[src/rtl/adder_pkg.sv]
// rtl/adder_pkg.sv - shared FSM state encoding and nibble width for the serial adder
package adder_pkg;

   // Width of the single adder slice; the operand is walked one slice at a time
   localparam int NIBBLE_W = 4;

   // Sequencer states: waiting for operands, stepping nibbles, holding the result
   typedef enum logic [1:0] {
      ST_IDLE = 2'd0,
      ST_RUN  = 2'd1,
      ST_DONE = 2'd2
   } state_e;

endpackage

[src/rtl/adder4_slice.sv]
// rtl/adder4_slice.sv - combinational 4-bit adder slice with carry in and carry out
module adder4_slice
   import adder_pkg::*;
(
   input  logic [NIBBLE_W-1:0] a,
   input  logic [NIBBLE_W-1:0] b,
   input  logic                cin,
   output logic [NIBBLE_W-1:0] sum,
   output logic                cout
);

   logic [NIBBLE_W:0] total;

   // Widen by one bit so the carry-out falls out of the top of the addition
   always_comb begin
      total = {1'b0, a} + {1'b0, b} + {{NIBBLE_W{1'b0}}, cin};
      sum   = total[NIBBLE_W-1:0];
      cout  = total[NIBBLE_W];
   end

endmodule

[src/rtl/nibble_add_seq.sv]
// rtl/nibble_add_seq.sv - serial WIDTH-bit adder stepping one nibble per clock
module nibble_add_seq
   import adder_pkg::*;
#(
   parameter int WIDTH = 16
) (
   input  logic             clk,
   input  logic             rst_n,
   input  logic             in_valid,
   output logic             in_ready,
   input  logic [WIDTH-1:0] a,
   input  logic [WIDTH-1:0] b,
   input  logic             cin,
   output logic             out_valid,
   input  logic             out_ready,
   output logic [WIDTH-1:0] sum,
   output logic             cout,
   output logic             busy
);

   localparam int NIB  = WIDTH / NIBBLE_W;
   localparam int IDXW = (NIB > 1) ? $clog2(NIB) : 1;
   localparam logic [IDXW-1:0] IDX_LAST = IDXW'(NIB - 1);

   state_e           state_q;
   logic [WIDTH-1:0] a_q;
   logic [WIDTH-1:0] b_q;
   logic [WIDTH-1:0] sum_q;
   logic [WIDTH-1:0] sum_d;
   logic [IDXW-1:0]  idx_q;
   logic [IDXW-1:0]  idx_d;
   logic             carry_q;
   logic             cout_q;
   logic             in_ready_q;
   logic             out_valid_q;
   logic             busy_q;

   logic [WIDTH-1:0]    a_sh;
   logic [WIDTH-1:0]    b_sh;
   logic [WIDTH-1:0]    nib_ins;
   logic [NIBBLE_W-1:0] slice_a;
   logic [NIBBLE_W-1:0] slice_b;
   logic [NIBBLE_W-1:0] slice_sum;
   logic                slice_cout;

   // Pick nibble idx of each captured operand and position the slice result at the same nibble;
   // {idx, 2'b00} is idx*4, the bit offset of the current nibble
   always_comb begin
      a_sh    = a_q >> {idx_q, 2'b00};
      b_sh    = b_q >> {idx_q, 2'b00};
      slice_a = a_sh[NIBBLE_W-1:0];
      slice_b = b_sh[NIBBLE_W-1:0];
      nib_ins = WIDTH'(slice_sum) << {idx_q, 2'b00};
      sum_d   = sum_q | nib_ins;
      idx_d   = idx_q + IDXW'(1);
   end

   adder4_slice u_slice (
      .a    (slice_a),
      .b    (slice_b),
      .cin  (carry_q),
      .sum  (slice_sum),
      .cout (slice_cout)
   );

   // Sequencer: capture operands, ripple the carry through the register one nibble per edge, hold result
   always_ff @(posedge clk or negedge rst_n) begin
      if (!rst_n) begin
         state_q     <= ST_IDLE;
         a_q         <= '0;
         b_q         <= '0;
         sum_q       <= '0;
         idx_q       <= '0;
         carry_q     <= 1'b0;
         cout_q      <= 1'b0;
         in_ready_q  <= 1'b1;
         out_valid_q <= 1'b0;
         busy_q      <= 1'b0;
      end else begin
         case (state_q)
            ST_IDLE: begin
               if (in_valid && in_ready_q) begin
                  a_q        <= a;
                  b_q        <= b;
                  carry_q    <= cin;
                  idx_q      <= '0;
                  sum_q      <= '0;
                  in_ready_q <= 1'b0;
                  busy_q     <= 1'b1;
                  state_q    <= ST_RUN;
               end
            end
            ST_RUN: begin
               sum_q   <= sum_d;
               carry_q <= slice_cout;
               idx_q   <= idx_d;
               if (idx_q == IDX_LAST) begin
                  cout_q      <= slice_cout;
                  out_valid_q <= 1'b1;
                  state_q     <= ST_DONE;
               end
            end
            ST_DONE: begin
               if (out_ready) begin
                  out_valid_q <= 1'b0;
                  busy_q      <= 1'b0;
                  in_ready_q  <= 1'b1;
                  state_q     <= ST_IDLE;
               end
            end
            default: begin
               out_valid_q <= 1'b0;
               busy_q      <= 1'b0;
               in_ready_q  <= 1'b1;
               state_q     <= ST_IDLE;
            end
         endcase
      end
   end

   assign in_ready  = in_ready_q;
   assign out_valid = out_valid_q;
   assign sum       = sum_q;
   assign cout      = cout_q;
   assign busy      = busy_q;

endmodule

[config.mk]
export PLATFORM = sky130hd
export DESIGN_NAME = nibble_add_seq
export DESIGN_NICKNAME = d
export VERILOG_FILES = /design/src/rtl/adder_pkg.sv /design/src/rtl/adder4_slice.sv /design/src/rtl/nibble_add_seq.sv
export SDC_FILE = /design/constraint.sdc
export NUM_CORES = 1
export LEC_CHECK = 0
export CAP_MARGIN = 20
export CORE_MARGIN = 3
export CORE_UTILIZATION = 54
export DETAILED_ROUTE_END_ITERATION = 6
export PLACE_DENSITY = 0.88
export RECOVER_POWER = 100
export SLEW_MARGIN = 20
export SYNTH_ARGS = -nofsm -noshare
export SYNTH_HDL_FRONTEND = slang
export SYNTH_HIERARCHICAL = 1
export SYNTH_SLANG_ARGS = --single-unit
[constraint.sdc]
create_clock -name clk -period 5.7 [get_ports clk]
set_input_delay 1.71 -clock clk [delete_from_list [all_inputs] [get_ports clk]]
set_output_delay 1.71 -clock clk [all_outputs]
set_load 0.02 [all_outputs]
Yosys cells after proc, flatten, opt, wreduce, memory -nomap -nowiden

Cells that the tools add are included.
W data, S select, Z words.

Bitwise gates (word level): 3
Shift-type cells: 3
Equal/unequal tests: 6
Reduce and logical (&&, ||, !) cells: 9
Multiplexer cells: 18
Add/sub/neg operators: 3

Operator list:

| kind                  | count |
|---|---|
| $pmux W16 S2          | 1 |
| $shr A16 B4 Y4        | 2 |
| $mux W16              | 1 |
| $or A16 B16 Y16       | 1 |
| $shl A4 B4 Y16        | 1 |
| $pmux W1 S3           | 3 |
| $reduce_and A3 Y1     | 3 |
| $mux W2               | 4 |
| $mux W1               | 6 |
| $ne A2 B2 Y1 const B  | 3 |
| $pmux W2 S3           | 1 |
| $reduce_and A2 Y1     | 3 |
| $add A4 B4 Y5         | 1 |
| $add A5 B1 Y5         | 1 |
| $eq A2 B2 Y1 const B  | 2 |
| $pmux W2 S2           | 1 |
| $add A2 B1 Y2 const B | 1 |
| $eq A2 B1 Y1 const B  | 1 |
| $logic_not A2 Y1      | 1 |
| $not A1 Y1            | 2 |
| $pmux W1 S2           | 1 |
| $reduce_bool A2 Y1    | 1 |
| $logic_and A1 B1 Y1   | 1 |

Flip-flop bits (word level): 57
Word-level logic and storage cells: 52
Output and inout bits: 20
Bits of input ports: 37

Depth between registers and ports, before layout

Word-level depth: 6
Gate-level depth with buffers: 11
Mapped depth without buffers: 9

Modules after synthesis

The synthesis kept the hierarchy.

By module, submodules not included:

| module         | cells an instance | instances | area an instance (sq um) | sequential area each (sq um) |
|---|---|---|---|---|
| nibble_add_seq | 246               | 1         | 2453.6                   | 1427.6 |
| adder4_slice   | 16                | 1         | 143.9                    | 0.0 |

Worst setup path after synthesis

No wires, ideal clock.

Kind: register to register
Start: register idx_q[0]
End: register sum_q[1] (netlist: sum[1])
Setup slack: 3.230 ns
Clock period less this slack: 2.470 ns
Path buffers: 2
Library setup time: 0.066 ns
Stages on the path, launching flop included: 11
Data required time: 5.634 ns
Arrival: 2.405 ns
Cells stage by stage: dfrtp_1 -> buf_6 -> buf_6 -> mux4_2 -> fa_1 -> inv_1 -> fa_1 -> inv_1 -> nor3b_1 -> o21ai_0 -> nand2_1

Word-level cells in the longest chain between the ends: 6
Elaborated cells on any way between the ends: 7
Classes of those cells: add/sub (2); shift (3); mux (1); bitwise (1)

RTL lines:

| item                   | RTL line             | source |
|---|---|---|
| start, declared        | nibble_add_seq.sv:30 | `logic [IDXW-1:0] idx_q;` |
| start signal, assigned | nibble_add_seq.sv:96 | `idx_q <= idx_d;` |
| $shr A16 B4 Y4         | nibble_add_seq.sv:50 | `b_sh = b_q >> {idx_q, 2'b00};` |
| via b_sh[0]            | nibble_add_seq.sv:39 | `logic [WIDTH-1:0] b_sh;` |
| $add A4 B4 Y5          | adder4_slice.sv:16   | `total = {1'b0, a} + {1'b0, b} + {{NIBBLE_W{1'b0}}, cin};` |
| $add A5 B1 Y5          | adder4_slice.sv:16   |  |
| via slice_sum[1]       | nibble_add_seq.sv:43 | `logic [NIBBLE_W-1:0] slice_sum;` |
| $shl A4 B4 Y16         | nibble_add_seq.sv:53 | `nib_ins = WIDTH'(slice_sum) << {idx_q, 2'b00};` |
| $or A16 B16 Y16        | nibble_add_seq.sv:54 | `sum_d = sum_q \| nib_ins;` |
| $pmux W16 S2           | nibble_add_seq.sv:80 | `case (state_q)` |
| end signal, assigned   | nibble_add_seq.sv:94 | `sum_q <= sum_d;` |
| end, declared          | nibble_add_seq.sv:28 | `logic [WIDTH-1:0] sum_q;` |

The timed path passes the listed nets, and every way through them passes these cells.
A chain may end at the register's enable or synchronous reset.

Worst setup path after layout

Start: input port in_valid
End: register state_q[0]

Word-level cells in the longest chain between the ends: 3

RTL lines:

| item                               | RTL line              | source |
|---|---|---|
| start, declared                    | nibble_add_seq.sv:9   | `input logic in_valid,` |
| $logic_and A1 B1 Y1                | nibble_add_seq.sv:82  | `if (in_valid && in_ready_q) begin` |
| $ne A2 B2 Y1 (no source line)      | -                     |  |
| $reduce_and A3 Y1 (no source line) | -                     |  |
| end signal, assigned               | nibble_add_seq.sv:90  | `state_q <= ST_RUN;` |
| end signal, assigned               | nibble_add_seq.sv:100 | `state_q <= ST_DONE;` |
| end signal, assigned               | nibble_add_seq.sv:108 | `state_q <= ST_IDLE;` |
| end, declared                      | nibble_add_seq.sv:25  | `state_e state_q;` |

Every way passes these cells.

==> impl_metrics.json <==
{
  "status": "finished with violations",
  "violations": "capacitance limit, slew limit",
  "dieArea_sq_mm": 0.00568,
  "layout-drive-gt1-share_pct": 8.70,
  "max_slew_margin_pct": -35.2,
  "cts_buffers": 9,
  "drtPass1Iterations": 5,
  "max_freq_ghz": 0.251,
  "cts-root-buf": "clkbuf_8",
  "hp-class": "flop to flop",
  "clkLatencyLatePin_ns": 0.33,
  "maxSlewViolCount": 52,
  "period_needed_ns": 3.98,
  "io_pins": 57,
  "cts_sinks": 57,
  "final_common_cell": "nand2_1",
  "nets": 360,
  "hold_viol_final": 0,
  "routedWlPerCell_um": 14.4,
  "final_cell_mix": "122 x nand2_1, 56 x dfrtp_1, 33 x clkdlybuf4s50_1",
  "cts_tree": "yes",
  "start_kind": "input pin",
  "cp_max_fo": 51,
  "ys_seq_area_share_pct": 55.0,
  "start_util_pct": 57.7,
  "die_y_um": 75.4,
  "synth.distinct_cells": 29,
  "vias": 2001,
  "gp_congestion": 0.750,
  "fp.dieW_um": 75.4,
  "leakagePower_nw": 1.61,
  "syn_area_sq_mm": 0.00260,
  "tns_ns": 0,
  "dp_hpwl_um": 3730,
  "antenna_found_initial": 0,
  "synth_area_per_cell_sq_um": 9.91,
  "grt.total_usage_pct": 21.5,
  "rows": 24,
  "first_global_vias": 2030,
  "clockBufferDepth": 2,
  "routed_wl_um": 5370,
  "setup_violations": 0,
  "post_cts_buffers": 0,
  "drtIter0Drc": 129,
  "grt_max_degree": 58,
  "cts_resized": 0,
  "grt_pass1_wl_um": 8960,
  "ir_drop_uv": 261,
  "synth_cells": 262,
  "antenna_cells": 0,
  "drc": 0,
  "areaGrowthSynthToFinish_pct": 26.5,
  "ys_seq_elements": 57,
  "cts_htree_levels": 3,
  "fin_worst_skew_ns": 0.00366,
  "powerDensity_mw_per_mm2": 560,
  "ys_warn_count": 6,
  "port_buffers": 56,
  "cap_viol_max_count": 1,
  "ant_nets": 0,
  "required_ns": 5.81,
  "synth_fp_nets": 305,
  "cts.clk_slew.worst_paths_ns": 0.06,
  "finalCritPeriodShare_pct": 69.8,
  "final_util_pct": 73.0,
  "cts_hold_buf": 0,
  "rsz0062_at_grt": "no",
  "grt-ovfl-total": 0,
  "crit_arrival_ns": 4.09,
  "core-area_sq_mm": 0.00450,
  "crit_type": "input pin to flop",
  "tightest_slew_ns": 2.03,
  "via_per_inst": 5.35,
  "cp-end-kind": "flop"
}
Yosys cell counts:
master	n	share of area, %
a21o_1	1	0.29
a21oi_1	4	0.77
a21oi_2	1	0.34
a22oi_1	1	0.29
a31oi_1	2	0.48
a41oi_1	1	0.34
and2b_1	1	0.29
and4bb_1	1	0.48
buf_2	4	0.77
buf_4	3	0.87
buf_6	7	3.0
dfrtp_1	56	54
dfstp_2	1	1.0
fa_1	2	1.5
ha_1	4	1.9
inv_1	7	1.0
mux2_2	1	0.43
mux4_2	8	6.9
nand2_1	122	18
nand2b_1	2	0.48
nand3_1	2	0.39
nand4bb_1	1	0.43
nor2_1	5	0.72
nor2b_1	1	0.24
nor3b_1	1	0.29
o21ai_0	18	3.5
o22a_1	1	0.34
o31ai_1	2	0.58
xnor2_1	2	0.67
flip-flops by register name (all words and copies together), names as in the netlist:
register / cells
a_q: 16
b_q: 16
busy: 1
carry_q: 1
cout: 1
idx_q: 2
in_ready: 1
out_valid: 1
state_q: 2
sum: 16
worst paths after layout:
kind,startpoint,to,slack (ns),cells past startpoint
max in group asynchronous,rst_n,a_q[1],3.72,2
setup / recovery,in_valid,state_q[0],1.72,4
setup reg to reg,idx_q[0],sum[1],2.58,8
min in group asynchronous,rst_n,state_q[1],1.51,2
hold / removal,a_q[11],a_q[11],0.47,2
hold reg to reg,a_q[11],a_q[11],0.47,2
metrics by stage:
| step | area [sq um] | setup slack [ns] | hold WS [ns] | power, mW | std cells |
|---|---|---|---|---|---|
| 6_report | 3290 | 1.72 | 0.475 | 1.84 | 374 |
| 2_1_floorplan | 2600 | 3.23 | 0.440 | 1.27 | 262 |
| 5_1_grt | 3290 | 1.42 | 0.498 | 1.98 | 374 |
| 4_1_cts | 3290 | 2.48 | 0.478 | 1.88 | 374 |
| 3_3_place_gp | 3120 | 2.07 | 0.452 | 1.49 | 358 |
| 3_5_place_dp | 3120 | 2.38 | 0.463 | 1.54 | 358 |
worst max-delay path, cell delays in order:
cell	delay [ns]
dlygate4sd3_1	0.58
nand4bb_2	0.10
clkbuf_1	1.46
o21ai_0	0.24
logic make-up (layout without fill, tap and decap cells):
group	after synthesis	count (layout)	synth area share, %
xor gates and xnor gates	2	2	0.674
DFF	57	57	55.0
adders and majority gates	6	6	3.47
and+or+nand+nor	136	136	21.0
AOI/OAI and AO/OA	31	31	6.89
buffers and inverters	21	81	5.68
muxes	9	9	7.37
cell type report:
class                           instances  area [sq um]
Sequential cell                        57          1430
Fill cell                             362          1220
Multi-Input combinational cell        184          1030
Timing Repair Buffer                   58           567
Clock buffer                           13           159
Tap cell                               52          65.1
Inverter                                7          26.3
Clock inverter                          3          15.0
metal layers:
metal  track usage, %  wire length, um
met4             10.7              104
met5                0                0
met3             4.88              287
met1             26.7             2210
met2             35.6             2760
power by group:
group          switching [mW]  leakage [nW]  internal [mW]  total [mW]
sequential              0.145         0.706          0.590       0.735
combinational           0.409         0.811          0.372       0.781
clock                   0.145        0.0932          0.179       0.324
Note: power is estimated with default switching activity, not from simulation.
